===== config.mk =====
export PLATFORM = sky130hd
export DESIGN_NAME = vga_timing_gen_flat
export DESIGN_NICKNAME = d
export VERILOG_FILES = /design/src/rtl/vga_timing_gen_if.sv /design/src/rtl/vga_timing_gen.sv /design/src/flat_wrapper.sv
export SDC_FILE = /design/constraint.sdc
export NUM_CORES = 1
export LEC_CHECK = 0
export BUFFER_PORTS_ARGS = -buffer_cell sky130_fd_sc_hd__buf_2
export CAP_MARGIN = 10
export CORE_UTILIZATION = 50
export DETAILED_ROUTE_END_ITERATION = 6
export GPL_ROUTABILITY_DRIVEN = 0
export GPL_TIMING_DRIVEN = 0
export PLACE_DENSITY = 0.74
export SYNTH_ARGS = -nofsm -noshare
export SYNTH_HDL_FRONTEND = slang
export SYNTH_SLANG_ARGS = --single-unit
export TNS_END_PERCENT = 5

===== constraint.sdc =====
create_clock -name vga_clk -period 1.88 [get_ports vga_clk]
set_input_delay 0 -clock vga_clk [delete_from_list [all_inputs] [get_ports vga_clk]]
set_output_delay 0 -clock vga_clk [all_outputs]
set_load 0.005 [all_outputs]

===== src/rtl/vga_timing_gen_if.sv =====
// VGA timing bundle: pixel position, syncs, display enable and frame markers.
// The generator drives it through the master modport; pixel pipelines and
// sync output stages listen through the slave modport.
interface vga_timing_gen_if;
    logic [9:0] DrawX;
    logic [9:0] DrawY;
    logic       hs;
    logic       vs;
    logic       blank;
    logic       line_start;
    logic       frame_start;
    logic [7:0] frame_count;

    modport master (
        output DrawX,
        output DrawY,
        output hs,
        output vs,
        output blank,
        output line_start,
        output frame_start,
        output frame_count
    );

    modport slave (
        input DrawX,
        input DrawY,
        input hs,
        input vs,
        input blank,
        input line_start,
        input frame_start,
        input frame_count
    );
endinterface


===== src/rtl/vga_timing_gen.sv =====
// VGA raster timing generator.
// A free-running column/line counter pair walks the whole raster, including
// porches and sync. Every output is decoded from the same (hc, vc) pair and
// registered in a single stage. All outputs therefore stay mutually aligned
// and trail the counters by exactly one pixel clock.
module vga_timing_gen #(
    parameter int H_VISIBLE = 640,
    parameter int H_FRONT   = 16,
    parameter int H_SYNC    = 96,
    parameter int H_BACK    = 48,
    parameter int V_VISIBLE = 480,
    parameter int V_FRONT   = 10,
    parameter int V_SYNC    = 2,
    parameter int V_BACK    = 33
) (
    input  logic              vga_clk,
    input  logic              reset_n,
    vga_timing_gen_if.master  vga_o
);

    localparam int H_TOTAL = H_VISIBLE + H_FRONT + H_SYNC + H_BACK;
    localparam int V_TOTAL = V_VISIBLE + V_FRONT + V_SYNC + V_BACK;

    localparam logic [9:0] H_LAST       = 10'(H_TOTAL - 1);
    localparam logic [9:0] H_VIS_END    = 10'(H_VISIBLE);
    localparam logic [9:0] H_SYNC_START = 10'(H_VISIBLE + H_FRONT);
    localparam logic [9:0] H_SYNC_END   = 10'(H_VISIBLE + H_FRONT + H_SYNC);

    localparam logic [9:0] V_LAST       = 10'(V_TOTAL - 1);
    localparam logic [9:0] V_VIS_END    = 10'(V_VISIBLE);
    localparam logic [9:0] V_SYNC_START = 10'(V_VISIBLE + V_FRONT);
    localparam logic [9:0] V_SYNC_END   = 10'(V_VISIBLE + V_FRONT + V_SYNC);

    // Raster position and completed-frame count
    logic [9:0] hc_q, hc_d;
    logic [9:0] vc_q, vc_d;
    logic [7:0] frameCnt_q, frameCnt_d;
    logic       hWrap, vWrap;

    // Registered, mutually aligned outputs
    logic [9:0] drawX_q, drawX_d;
    logic [9:0] drawY_q, drawY_d;
    logic       hs_q, hs_d;
    logic       vs_q, vs_d;
    logic       blank_q, blank_d;
    logic       lineStart_q, lineStart_d;
    logic       frameStart_q, frameStart_d;
    logic [7:0] frameCount_q, frameCount_d;

    // Counter advance: columns every cycle, lines on column wrap, frames on
    // line wrap; the >= compares keep the counters in range under any upset.
    always_comb begin
        hWrap      = (hc_q >= H_LAST);
        vWrap      = (vc_q >= V_LAST);
        hc_d       = hWrap ? 10'd0 : hc_q + 10'd1;
        vc_d       = vc_q;
        frameCnt_d = frameCnt_q;
        if (hWrap) begin
            vc_d = vWrap ? 10'd0 : vc_q + 10'd1;
            if (vWrap) begin
                frameCnt_d = frameCnt_q + 8'd1;
            end
        end
    end

    // Output decode from the current counter pair; sync pulses are active low
    // and vsync spans whole lines because it depends on vc only.
    always_comb begin
        drawX_d      = hc_q;
        drawY_d      = vc_q;
        hs_d         = ~((hc_q >= H_SYNC_START) && (hc_q < H_SYNC_END));
        vs_d         = ~((vc_q >= V_SYNC_START) && (vc_q < V_SYNC_END));
        blank_d      = (hc_q < H_VIS_END) && (vc_q < V_VIS_END);
        lineStart_d  = (hc_q == 10'd0);
        frameStart_d = (hc_q == 10'd0) && (vc_q == 10'd0);
        frameCount_d = frameCnt_q;
    end

    // Counter state, cleared immediately when reset_n drops
    always_ff @(posedge vga_clk or negedge reset_n) begin
        if (!reset_n) begin
            hc_q       <= 10'd0;
            vc_q       <= 10'd0;
            frameCnt_q <= 8'd0;
        end else begin
            hc_q       <= hc_d;
            vc_q       <= vc_d;
            frameCnt_q <= frameCnt_d;
        end
    end

    // Output register stage; idle values are syncs high, blanking, no pulses
    always_ff @(posedge vga_clk or negedge reset_n) begin
        if (!reset_n) begin
            drawX_q      <= 10'd0;
            drawY_q      <= 10'd0;
            hs_q         <= 1'b1;
            vs_q         <= 1'b1;
            blank_q      <= 1'b0;
            lineStart_q  <= 1'b0;
            frameStart_q <= 1'b0;
            frameCount_q <= 8'd0;
        end else begin
            drawX_q      <= drawX_d;
            drawY_q      <= drawY_d;
            hs_q         <= hs_d;
            vs_q         <= vs_d;
            blank_q      <= blank_d;
            lineStart_q  <= lineStart_d;
            frameStart_q <= frameStart_d;
            frameCount_q <= frameCount_d;
        end
    end

    assign vga_o.DrawX       = drawX_q;
    assign vga_o.DrawY       = drawY_q;
    assign vga_o.hs          = hs_q;
    assign vga_o.vs          = vs_q;
    assign vga_o.blank       = blank_q;
    assign vga_o.line_start  = lineStart_q;
    assign vga_o.frame_start = frameStart_q;
    assign vga_o.frame_count = frameCount_q;

endmodule

===== src/flat_wrapper.sv =====
// flat-port wrapper written by rule: the top's interface ports become plain ports
module vga_timing_gen_flat 
#(
    parameter int H_VISIBLE = 640,
    parameter int H_FRONT   = 16,
    parameter int H_SYNC    = 96,
    parameter int H_BACK    = 48,
    parameter int V_VISIBLE = 480,
    parameter int V_FRONT   = 10,
    parameter int V_SYNC    = 2,
    parameter int V_BACK    = 33
)
  (vga_clk, reset_n, vga_o_DrawX, vga_o_DrawY, vga_o_hs, vga_o_vs, vga_o_blank, vga_o_line_start, vga_o_frame_start, vga_o_frame_count);
  vga_timing_gen_if vga_o_i ();
  input  logic vga_clk;
  input  logic reset_n;
  output wire logic [$bits(vga_o_i.DrawX)-1:0] vga_o_DrawX;
  output wire logic [$bits(vga_o_i.DrawY)-1:0] vga_o_DrawY;
  output wire logic [$bits(vga_o_i.hs)-1:0] vga_o_hs;
  output wire logic [$bits(vga_o_i.vs)-1:0] vga_o_vs;
  output wire logic [$bits(vga_o_i.blank)-1:0] vga_o_blank;
  output wire logic [$bits(vga_o_i.line_start)-1:0] vga_o_line_start;
  output wire logic [$bits(vga_o_i.frame_start)-1:0] vga_o_frame_start;
  output wire logic [$bits(vga_o_i.frame_count)-1:0] vga_o_frame_count;
  assign vga_o_DrawX = vga_o_i.DrawX;
  assign vga_o_DrawY = vga_o_i.DrawY;
  assign vga_o_hs = vga_o_i.hs;
  assign vga_o_vs = vga_o_i.vs;
  assign vga_o_blank = vga_o_i.blank;
  assign vga_o_line_start = vga_o_i.line_start;
  assign vga_o_frame_start = vga_o_i.frame_start;
  assign vga_o_frame_count = vga_o_i.frame_count;
  vga_timing_gen #(.H_VISIBLE(H_VISIBLE), .H_FRONT(H_FRONT), .H_SYNC(H_SYNC), .H_BACK(H_BACK), .V_VISIBLE(V_VISIBLE), .V_FRONT(V_FRONT), .V_SYNC(V_SYNC), .V_BACK(V_BACK)) u_core (.vga_clk(vga_clk), .reset_n(reset_n), .vga_o(vga_o_i));
endmodule

==> results list, run 1 <==
- Wire length reported by the detailed router: 3980 µm
* Count of buffer and inverter cells on the critical path: 1
- For this run, the register share of the synthesized area comes to 0.629.
* Worst reg-to-reg path cell count: 6
- First-pass GRT wire length: 6770 µm
- Synth Warn #: 0
- Setup total negative slack on the finished layout was measured at 0 ns.
- Total power per unit cell area: 804 nW/µm²
* Via count of the routed design: 1515
- In this run the tool buffered the top-level ports with 34 buffer cells.
- The initialized floorplan defines 24 standard-cell rows.
- Highest net fanout along the worst path: 5
* Kind of cell adding the most delay to the critical path: flip-flops
- In the routed layout, each cell is associated on average with a via count of 5.28.
- Worst clock skew on the final layout: 0.00961 ns
* CP arrival: 2.06 ns
* Max transition margin: 0.672
- The share of total power dissipated in sequential elements is 0.568.
* Number of synthesized flops with an enable pin: 0
- Smallest setup slack after layout: 0.0406 ns
- Buffers inserted during clock tree synthesis total 9.
- The number of nets handed over by synthesis was 189.
- Number of nets in the final layout: 237
- Critical path data required time: 2.10 ns
- Maximum root-to-sink buffer count: 2
- Switching power share of the total: 0.208
- Fill cells in the final layout number 353.
- Worst-case vdd ir drop: 428 µV
- Status: finished clean
* H-tree depth reported by CTS: 3
- The area growth from synthesis to layout is 18.4%.
- Max Clock Freq: 544 MHz
- Type of element capturing the critical path: flip-flop
* Post-placement worst setup slack: 0.0316 ns
* Instance count on the critical path: 6
- Of the total power, the clock network draws 0.419.
- Summed over all cells, the static leakage comes to 1.45 nW.
- DRC violation count after routing: 0
* Tot Pwr: 0.00231 W
- Core area: 4500 µm²
- The share of synthesized area in the top cell type comes to 0.608.
* Overall die height: 71.7 µm
* Syn Inst Count: 182
* Biggest area consumer among synthesized cells: sky130_fd_sc_hd__dfrtp_1
* Post-synthesis instance area: 2430 µm²
- Entering global routing, the biggest net connects 42 pins.
* Antenna cell count: 0
- Die span in x: 71.7 µm
- Number of unique standard cell types used by synthesis: 44
- For this run the aggregate overflow at the end of global routing stands at 0.
- CTS tree: yes
* Clock period minus final worst setup slack: 1.84 ns
* Maximum Capacitance Violations: 0
- Dividing the detail-routed wire length by the instance count gives 13.9 µm.
- After clock tree synthesis, the clock-pin slew on the worst setup and hold paths is 0.06 ns.
- Antenna violations before repair: 0
- Clk_lat worst skew: 0.34 ns
* Layout cell share with drive strength beyond 1: 0.328
* Sink count of the clock tree: 61
- After synthesis, the mean cell area works out to 13.4 µm².
- Setup repair after global routing left no endpoint under its margin.
- Async set or reset register ratio after synthesis: 1.00
* Slew Limit Fails: 0
* Final cycle utilization of the critical path: 0.978
- HPWL reported at the end of detailed placement: 2670 µm
* Worst hold slack across all endpoints: 0.167 ns
- Detailed-routing iteration count for the pre-antenna-repair pass: 4
- The number of global-route vias before repair came to 1421.
- Setup violations remaining at the end of the flow were counted as 0.
- Internal power consumption: 0.00183 W
- The worst setup path is launched from a flip-flop.
* Root Buffer: sky130_fd_sc_hd__clkbuf_8
* Hold/Removal Path Class: input port to asynchronous set/reset pin
- Starting utilization of the core area: 0.539
* Worst Path Class, Setup: flip-flop to flip-flop
* Total track usage: 0.178
- For this run, the leading register cell type out of synthesis is sky130_fd_sc_hd__dfrtp_1.
- The hold violation count in the final report was 0.
* Register bit count reported by yosys: 61
- The share of total power dissipated in combinational logic is 0.013.
- Switching power summed over all nets: 0.000482 W
- The detail route stage leaves a number of antenna-violating nets equal to 0.
- The first routing iteration left 59 violations.
- Top-level port count: 35
- The die covers 5140 µm².
- Worst stage delay on the critical path: 0.43 ns
- Slowest stage cell, crit path: sky130_fd_sc_hd__dfrtp_2
* Leading cell types by total area after synthesis: sky130_fd_sc_hd__dfrtp_1, sky130_fd_sc_hd__xnor2_1, sky130_fd_sc_hd__ha_1, sky130_fd_sc_hd__and3_1, sky130_fd_sc_hd__nor2_1
- Critical path cell sequence: ha_1 -> and3_1 -> buf_6 -> a41o_4 -> nand2_1 -> mux2_1
- Measured slew at the worst slew-check pin: 0.492 ns
[routing by layer]
layer,track usage,vias up,part of all wire
met5,0,-,0
met4,0.105,0,0.025
met3,0.0436,11,0.038
met2,0.246,31,0.43
met1,0.257,731,0.51
li1,-,742,-
[cell usage after synthesis, types with 3 or more instances]
master                     n
sky130_fd_sc_hd__dfrtp_1  59
sky130_fd_sc_hd__nor2_1   15
sky130_fd_sc_hd__xnor2_1  10
sky130_fd_sc_hd__and3_1    9
sky130_fd_sc_hd__nand2_1   8
sky130_fd_sc_hd__ha_1      5
sky130_fd_sc_hd__a22o_1    4
sky130_fd_sc_hd__and4_1    4
sky130_fd_sc_hd__inv_1     4
sky130_fd_sc_hd__nor2b_1   4
sky130_fd_sc_hd__nor3_1    4
sky130_fd_sc_hd__o21ai_2   4
sky130_fd_sc_hd__xor2_1    4
sky130_fd_sc_hd__a21oi_1   3
sky130_fd_sc_hd__buf_2     3
sky130_fd_sc_hd__nand3_1   3
sky130_fd_sc_hd__nand3_2   3
sky130_fd_sc_hd__o21ai_0   3
[final timing paths]
kind | startpoint | to | slack, ns
setup / recovery | u_core.drawX_d[0] | u_core.frameCnt_q[1] | 0.04
hold / removal | reset_n | u_core.vga_o.DrawX[3] | 0.17
setup reg to reg | u_core.drawX_d[0] | u_core.frameCnt_q[1] | 0.04
hold reg to reg | u_core.drawX_d[8] | u_core.vga_o.DrawX[8] | 0.37
max in group asynchronous | reset_n | u_core.vga_o.hs | 1.09
min in group vga_clk | u_core.drawX_d[8] | u_core.vga_o.DrawX[8] | 0.37
[cells in the final DEF, fill, tap and decap left out, types with 2 or more instances in the layout]
master,Yosys,final
sky130_fd_sc_hd__dfrtp_1,59,58
sky130_fd_sc_hd__buf_2,3,37
sky130_fd_sc_hd__nor2_1,15,15
sky130_fd_sc_hd__xnor2_1,10,10
sky130_fd_sc_hd__clkbuf_8,0,10
sky130_fd_sc_hd__and3_1,9,9
sky130_fd_sc_hd__nand2_1,8,8
sky130_fd_sc_hd__ha_1,5,5
sky130_fd_sc_hd__inv_1,4,4
sky130_fd_sc_hd__xor2_1,4,4
sky130_fd_sc_hd__nor3_1,4,4
sky130_fd_sc_hd__and4_1,4,4
sky130_fd_sc_hd__nor2b_1,4,4
sky130_fd_sc_hd__o21ai_2,4,4
sky130_fd_sc_hd__a22o_1,4,4
sky130_fd_sc_hd__clkbuf_1,0,4
sky130_fd_sc_hd__nand3_1,3,3
sky130_fd_sc_hd__a21oi_1,3,3
sky130_fd_sc_hd__nand3_2,3,3
sky130_fd_sc_hd__o21ai_0,3,3
sky130_fd_sc_hd__buf_6,2,2
sky130_fd_sc_hd__nand4_1,2,2
sky130_fd_sc_hd__nor4_1,2,2
sky130_fd_sc_hd__buf_12,1,2
sky130_fd_sc_hd__buf_4,1,2
sky130_fd_sc_hd__and2_1,2,2
sky130_fd_sc_hd__nand4_2,2,2
sky130_fd_sc_hd__a32o_1,2,2
sky130_fd_sc_hd__clkinv_2,0,2
sky130_fd_sc_hd__dfstp_2,2,2
[power by group through the flow]
stage	clock network [W]	logic (W)	registers [W]
global route	0.00105	0.0000371	0.00131
CTS	0.000982	0.0000328	0.00131
global placement	0	0.0000256	0.00134
floorplan	0	0.000000000362	0.00134
detailed placement	0	0.0000313	0.00134
finish	0.000969	0.0000309	0.00131
[through the flow]
stage | area [µm²] | util | instances
5_1_grt | 2880 | 0.639 | 287
4_1_cts | 2860 | 0.634 | 286
3_3_place_gp | 2670 | 0.592 | 268
3_5_place_dp | 2690 | 0.596 | 269
6_report | 2880 | 0.639 | 287
2_1_floorplan | 2430 | - | 182
[cell families (layout without fill, tap and decap cells)]
group                      Yosys count  in the layout  share of synthesized area
and+or+nand+nor                     65             65                      0.161
xor gates and xnor gates            14             14                     0.0505
DFF                                 61             61                      0.629
AOI/OAI and AO/OA                   24             24                     0.0937
muxes                                1              1                    0.00463
buffers and inverters               12             65                     0.0350
adders and majority gates            5              5                     0.0257
[cell type report]
type / instances / area, µm² / area share
Clock inverter: 2 / 10.0 / 0.00348
Clock buffer: 14 / 153 / 0.0530
Tap cell: 52 / 65.1 / 0.0226
Multi-Input combinational cell: 109 / 827 / 0.287
Timing Repair Buffer: 37 / 208 / 0.0722
Sequential cell: 61 / 1530 / 0.532
Inverter: 4 / 15.0 / 0.00522
Buffer: 8 / 70.1 / 0.0243
[what timing repair did]
action | in CTS | in global routing
endpoints found under the hold margin | 20 | 0
resized for setup | 0 | 2
hold buffers | 1 | 0
endpoints found under the setup margin | 0 | 7
setup buffers | 0 | 1
[sequential cells by signal, indices dropped and copies added (netlist names)]
| signal | flops |
|---|---|
| u_core.vga_o.hs | 1 |
| u_core.frameCnt_q | 8 |
| u_core.vga_o.line_start | 1 |
| u_core.vga_o.frame_start | 1 |
| u_core.drawY_d | 10 |
| u_core.vga_o.frame_count | 8 |
| u_core.vga_o.vs | 1 |
| u_core.vga_o.blank | 1 |
| u_core.vga_o.DrawX | 10 |
| u_core.vga_o.DrawY | 10 |
| u_core.drawX_d | 10 |
(Power assumes the default switching activity.)
==> inputs of run 2 (changes only) <==
--- a/config.mk
+++ b/config.mk
@@ -7,11 +7,10 @@
 export LEC_CHECK = 0
 export BUFFER_PORTS_ARGS = -buffer_cell sky130_fd_sc_hd__buf_2
 export CAP_MARGIN = 10
-export CORE_UTILIZATION = 50
+export CORE_UTILIZATION = 35
 export DETAILED_ROUTE_END_ITERATION = 6
 export GPL_ROUTABILITY_DRIVEN = 0
 export GPL_TIMING_DRIVEN = 0
-export PLACE_DENSITY = 0.74
 export SYNTH_ARGS = -nofsm -noshare
 export SYNTH_HDL_FRONTEND = slang
 export SYNTH_SLANG_ARGS = --single-unit
==> constraint.sdc (replaced) <==
create_clock -name vga_clk -period 1.55 [get_ports vga_clk]
set_input_delay 0 -clock vga_clk [delete_from_list [all_inputs] [get_ports vga_clk]]
set_output_delay 0 -clock vga_clk [all_outputs]
set_load 0.005 [all_outputs]
==> run 2 against run 1 <==
Compared with the run above: the run now ends with negative setup slack left; sequential cell count is the same; sequential power rose by 21%; largest power group unchanged; largest cell class unchanged; clock power is 17% higher; first-iteration DRC count fell by 10%; die area grew 42%.
==> results list, run 2 (same netlist as run 1, synthesis figures left out) <==
- Drt first-iter violations: 53 (-10%)
- The number of max-slew violations in the final report is 0 (unchanged).
* Smallest setup slack after layout: -0.0775 ns (-0.118 ns)
- Final setup fails: 10 (+10)
* Critical path data required time: 1.76 ns (-0.34 ns)
- The via total after detailed routing was 1583 (+4.5%).
* H-tree depth reported by CTS: 3 (unchanged)
- Vias in the first global route: 1551 (+9.1%)
- The largest clock skew in the final design came to 0.00923 ns (-0.000378 ns).
- The hold violation count in the final report came to 0 (unchanged).
- Final cell utilization of the core: 0.455 (-0.184)
* Root Buffer: sky130_fd_sc_hd__clkbuf_8
* CTS Buf Count: 9 (unchanged)
* Total power per unit cell area: 900 nW/µm² (+12%)
- Leaving out fill and tap cells, the most frequent cell in the layout is sky130_fd_sc_hd__dfrtp_1.
- The timing-limited maximum frequency is 614 MHz (+13%).
- The share of the clock period used by the worst path was 1.05 (+0.0716).
- The area of the die came to 7280 µm² (+42%).
* Hold/Removal Path Class: input port to asynchronous set/reset pin
- Clock period minus final worst setup slack: 1.63 ns (-0.212 ns)
* Average wire length per cell after detail routing: 14.1 µm (+1.5%)
* Pin count of the biggest net entering global routing: 43 (+2.4%)
* Tot Pwr: 0.00277 W (+20%)
- Starting utilization of the core area: 0.360 (-0.180)
* Row count: 30 (+25%)
- Worst reg-to-reg path cell count: 4 (-2)
* Clock edge transition at the registers on the reported setup and hold paths: 0.06 ns (about the same)
- The signal arrival time at the worst endpoint was 1.83 ns (-0.23 ns).
- The global-route congestion overflow total was 0 (unchanged).
- TritonCTS built the clock tree.
* DRC violation count after routing: 0 (unchanged)
- R2r setup slk: -0.08 ns (-0.12 ns)
* Layout cell share with drive strength beyond 1: 0.404 (+0.0764)
- The worst slew margin relative to its limit was 0.690 (+0.0178).
* Maximum root-to-sink buffer count: 2 (unchanged)
- The run finished, with violations left.
* Number of nets in the final layout: 248 (+4.6%)
* Highest-count cells in the layout ignoring fill and taps: sky130_fd_sc_hd__dfrtp_1, sky130_fd_sc_hd__buf_2, sky130_fd_sc_hd__nor2_1, sky130_fd_sc_hd__buf_4
- The maximum fanout encountered on the critical timing path was 6 (+1).
* Antenna violations before repair: 0 (unchanged)
- The wire length after detailed routing is 4580 µm (+15%).
- Sink count of the clock tree: 61 (unchanged)
- The worst setup path is of the flip-flop to flip-flop kind.
* Synth-to-Final Area Change: 26.5%
- Average via count per standard cell: 4.87 (-7.7%)
- The die span in x came to 85.3 µm (+19%).
- The length of the first detailed-routing pass in iterations came to 4 (unchanged).
- The maximum vdd drop is 355 µV (-17%).
- ANT nets after route: 0 (unchanged)
- The quantity of I/O buffers inserted on ports is 34 (unchanged).
* Static Leak: 1.52 nW (+4.9%)
- HPWL reported at the end of detailed placement: 2880 µm (+7.7%)
- STA classifies the critical path endpoint as a flip-flop.
- The setup TNS was -0.357 ns (-0.357 ns).
- Antenna cell count: 0 (unchanged)
- The number of maximum-capacitance constraint violations is 0 (unchanged).
- First-pass GRT wire length: 7580 µm (+12%)
- The clock latency reported for the late side of the worst-skew pair is 0.32 ns (-0.02 ns).
- Critical path launch point type: flip-flop
- Top-level port count: 35 (unchanged)
- The height of the die was 85.3 µm (+19%).
- Total track usage: 0.137 (-0.0414)
- Core area: 6760 µm² (+50%)
- Measured slew at the worst slew-check pin: 0.465 ns (-0.0267 ns)
- The final reports fail on negative setup slack.
* RSZ-0062 raised after global routing: yes
-- run 2: cell types whose count changed in the layout (fill, tap and decap cells not counted), sizes merged --
cell	before	now
clkbuf	15	16
buf	43	54
clkinv	2	0
-- run 2: area by class of cell --
| cell class | count | area (µm²) |
|---|---|---|
| inverter | 4 | 15.0 |
| sequential | 61 | 1540 |
| tap | 80 | 100 |
| clock buffer | 15 | 156 |
| fill | 638 | 3680 |
| buffer | 7 | 66.3 |
| multi-input combinational | 109 | 881 |
| timing repair buffer | 49 | 318 |
-- run 2: critical path, cell delays in order (launching register included) --
cell and delay, ns:
sky130_fd_sc_hd__dfrtp_2 0.42, sky130_fd_sc_hd__o311a_4 0.40, sky130_fd_sc_hd__a41o_4 0.31, sky130_fd_sc_hd__nand2_4 0.09
sky130_fd_sc_hd__mux2_4 0.29
-- run 2: per-stage QoR --
| stage | hold WS, ns | setup WS, ns | instances | area (µm²) |
|---|---|---|---|---|
| 4_1_cts | 0.164 | -0.0631 | 322 | 3040 |
| 3_3_place_gp | 0.355 | -0.211 | 296 | 2730 |
| 6_report | 0.164 | -0.0775 | 325 | 3070 |
| 5_1_grt | 0.192 | -0.0974 | 325 | 3070 |
| 3_5_place_dp | -0.0129 | -0.225 | 297 | 2750 |
| 2_1_floorplan | -0.296 | -0.0431 | 182 | 2460 |
-- run 2: repair_timing --
item / 4_1_cts / 5_1_grt
setup buffers: 9 / 3
gates cloned: 1 / 0
gates resized for setup: 11 / 6
pin swaps: 3 / 1
setup endpoints to repair: 17 / 17
hold buffers: 1 / 0
endpoints found under the hold margin: 19 / 0
-- run 2: power by group --
group          internal, W  total (W)  switching (W)
sequential         0.00159    0.00159              0
combinational   0.00000765  0.0000376      0.0000299
clock             0.000619    0.00113       0.000516
total              0.00222    0.00277       0.000546
-- run 2: metal layers --
metal / track usage / part of all wire / vias up
li1: - / - / 758
met4: 0.0667 / 0.011 / 0
met1: 0.182 / 0.46 / 787
met3: 0.0370 / 0.041 / 4
met2: 0.208 / 0.49 / 34
met5: 0 / 0 / -
-- run 2: final timing paths --
path / startpoint / to
max: u_core.drawX_d[5] / u_core.frameCnt_q[1]
min: reset_n / u_core.vga_o.frame_count[4]
max reg2reg: u_core.drawX_d[5] / u_core.frameCnt_q[1]
min reg2reg: u_core.drawX_d[8] / u_core.vga_o.DrawX[8]
max in group asynchronous: reset_n / u_core.vga_o.hs
min in group vga_clk: u_core.drawX_d[8] / u_core.vga_o.DrawX[8]
==> inputs of run 3 (changes only) <==
--- a/config.mk
+++ b/config.mk
@@ -7,6 +7,7 @@
 export LEC_CHECK = 0
 export BUFFER_PORTS_ARGS = -buffer_cell sky130_fd_sc_hd__buf_2
 export CAP_MARGIN = 10
+export CORE_ASPECT_RATIO = 1.2
 export CORE_UTILIZATION = 35
 export DETAILED_ROUTE_END_ITERATION = 6
 export GPL_ROUTABILITY_DRIVEN = 0
==> run 3 against run 2 <==
Compared with the run above: the run still ends with negative setup slack left; combinational power increased by 1%; via count decreased by 4.2%; count of clock-buffer cells in the layout decreased by 3.
==> results list, run 3 (same netlist as run 1, synthesis figures left out) <==
* Drt first-iter violations: 61 (+15%)
- Die span in x: 78.1 µm (-8.5%)
- Top-level port count: 35 (unchanged)
- Kind of cell adding the most delay to the critical path: compound AO/OA/AOI/OAI gates
- Area of the multi-input gates: 875 µm² (-0.71%)
- CP arrival: 1.81 ns (-0.02 ns)
* Most common library cell in the layout ignoring fill and taps: sky130_fd_sc_hd__dfrtp_1
- Critical path cell sequence: o311a_4 -> a41o_4 -> nand2_4 -> mux2_4
* Maximum Capacitance Violations: 0 (unchanged)
* CTS tree: yes
- Setup tns final: -0.144 ns (+0.213 ns)
- The wire length after detailed routing came to 4310 µm (-5.9%).
- Total power per unit cell area: 990 nW/µm² (+10%)
* Antenna cell count: 0 (unchanged)
* Max transition margin: 0.661 (-0.0285)
- Worst clock skew on the final layout: 0.00681 ns (-0.00242 ns)
- The number of antenna violations at the first check in global routing was 0 (unchanged).
- Pin count of the biggest net entering global routing: 41 (-4.7%)
- The critical path's largest stage delay came to 0.41 ns (about the same).
- Final cycle utilization of the critical path: 1.03 (-0.0192)
* Detailed-routing iteration count for the pre-antenna-repair pass: 4 (unchanged)
- Static Leak: 1.55 nW (+1.4%)
* Max Clock Freq: 626 MHz (+1.9%)
- The wire length of the first global-routing pass came to 7320 µm (-3.4%).
- Synth-to-Final Area Change: 27.7%
* Worst hold slack across all endpoints: 0.171 ns (+0.00723 ns)
- Layout cell share with drive strength beyond 1: 0.435 (+0.0309)
- Violations in the final reports: negative setup slack
* I/O Buffers: 34 (unchanged)
- For this design, the slowest cell found on the critical path is sky130_fd_sc_hd__dfrtp_2.
- The H-tree depth was 3 (unchanged).
- The aggregate global-route resource usage was 0.136 (-0.00113).
- The number of max-slew violations in the final report was 0 (unchanged).
- The clock latency reported for the late side of the worst-skew pair was 0.33 ns (about the same).
- Clock edge transition at the registers on the reported setup and hold paths: 0.07 ns (about the same)
- The post-detailed-route wirelength per cell was 13.0 µm (-7.6%).
- The minimum period implied by the final worst setup slack was 1.60 ns (-0.0297 ns).
* Measured slew at the worst slew-check pin: 0.508 ns (+0.0428 ns)
- Sum of overflow across all layers after global routing: 0 (unchanged)
* Non-filler cells, final: 331 (+1.8%)
* Average via count per standard cell: 4.58 (-6.0%)
- STA classifies the critical path startpoint as a flip-flop.
- Count of buffer and inverter cells on the critical path: 0 (unchanged)
- DRC violation count after routing: 0 (unchanged)
- The height of the die was 93.3 µm (+9.3%).
- HPWL reported at the end of detailed placement: 2710 µm (-5.7%)
- Register area: 1540 µm² (+0.24%)
- Maximum root-to-sink buffer count: 2 (unchanged)
* ANT nets after route: 0 (unchanged)
- Smallest setup slack after layout: -0.0478 ns (+0.0297 ns)
- The tree is rooted in a sky130_fd_sc_hd__clkbuf_8.
- Via count of the routed design: 1516 (-4.2%)
- The hold violation count in the final report was 0 (unchanged).
* Row count: 32 (+6.7%)
- Number of nets in the final layout: 248 (unchanged)
- The TritonCTS buffer count is 9 (unchanged).
- The area of the die came to 7280 µm² (about the same).
- Core area: 6570 µm² (-2.8%)
* Worst-case vdd ir drop: 472 µV (+33%)
* Number of fill cells: 612 (-4.1%)
- Hold/Removal Path Class: input port to asynchronous set/reset pin
* Highest net fanout along the worst path: 5 (-1)
- Placed Cells: 302 (+1.7%)
* Type of element capturing the critical path: flip-flop
* Highest-count cells in the layout ignoring fill and taps: sky130_fd_sc_hd__dfrtp_1, sky130_fd_sc_hd__buf_2, sky130_fd_sc_hd__nor2_1, sky130_fd_sc_hd__buf_4, sky130_fd_sc_hd__clkbuf_8
- Sink count of the clock tree: 61 (unchanged)
* RSZ-0062 raised after global routing: yes
- The data required time at the worst endpoint is 1.76 ns (about the same).
- Final cell utilization of the core: 0.473 (+0.0177)
- The final setup violation count was 5 (-5).
* Status: finished, violations left
- Worst Path Class, Setup: flip-flop to flip-flop
- The starting density of the core came to 0.370 (+0.0104).
* Vias in the first global route: 1480 (-4.6%)
- The post-route total power is 0.00307 W (+11%).
[run 3: cell count changes in the layout (fill, tap and decap cells not counted), moves of 2 or more]
| cell | previous run | this run |
|---|---|---|
| sky130_fd_sc_hd__clkbuf_8 | 10 | 12 |
| sky130_fd_sc_hd__dfrtp_2 | 6 | 9 |
| sky130_fd_sc_hd__clkbuf_1 | 5 | 0 |
| sky130_fd_sc_hd__buf_4 | 12 | 14 |
| sky130_fd_sc_hd__clkinv_2 | 0 | 3 |
| sky130_fd_sc_hd__dfrtp_1 | 53 | 50 |
[run 3: path summary, 6_finish.rpt]
kind | from | end | slack, ns | cells after the start
setup / recovery | u_core.drawX_d[6] | u_core.frameCnt_q[1] | -0.05 | 4
hold / removal | reset_n | u_core.vga_o.DrawX[1] | 0.17 | 2
setup reg to reg | u_core.drawX_d[6] | u_core.frameCnt_q[1] | -0.05 | 4
hold reg to reg | u_core.drawY_d[9] | u_core.vga_o.DrawY[9] | 0.37 | 0
max in group asynchronous | reset_n | u_core.vga_o.vs | 0.74 | 3
min in group vga_clk | u_core.drawY_d[9] | u_core.vga_o.DrawY[9] | 0.37 | 0
[run 3: metrics by stage]
stage,setup WS [ns],instance area (µm²)
3_5_place_dp,-0.234,2760
3_3_place_gp,-0.224,2740
5_1_grt,-0.0870,3100
6_report,-0.0478,3100
2_1_floorplan,-0.0431,2460
4_1_cts,-0.0388,3070
[run 3: timing repair]
item,4_1_cts,5_1_grt
endpoints found under the setup margin,17,16
setup buffers,9,4
gates resized for setup,11,5
pin swaps,7,4
cloned,0,0
hold buffers,1,0
endpoints found under the hold margin,21,0
[run 3: cell type report]
| type | count | share of cell area |
|---|---|---|
| flip-flops and latches | 61 | 0.496 |
| multi-input cells | 109 | 0.282 |
| repair buffers | 49 | 0.0960 |
| clock buffers | 12 | 0.0532 |
| well taps | 85 | 0.0343 |
| plain buffers | 7 | 0.0190 |
| clock inverters | 4 | 0.0145 |
| inverters | 4 | 0.00484 |
[run 3: per-layer routing]
layer | global-route usage | vias to the layer above | wire (µm)
met3 | 0.0439 | 9 | 169
met1 | 0.185 | 716 | 2110
li1 | - | 757 | -
met5 | 0 | - | 0
met4 | 0.0772 | 0 | 115
met2 | 0.189 | 34 | 1910
[run 3: power by group]
group	total, W	internal, W	switching, W
clock network	0.00144	0.000865	0.000575
logic	0.0000380	0.00000764	0.0000304
registers	0.00159	0.00159	0
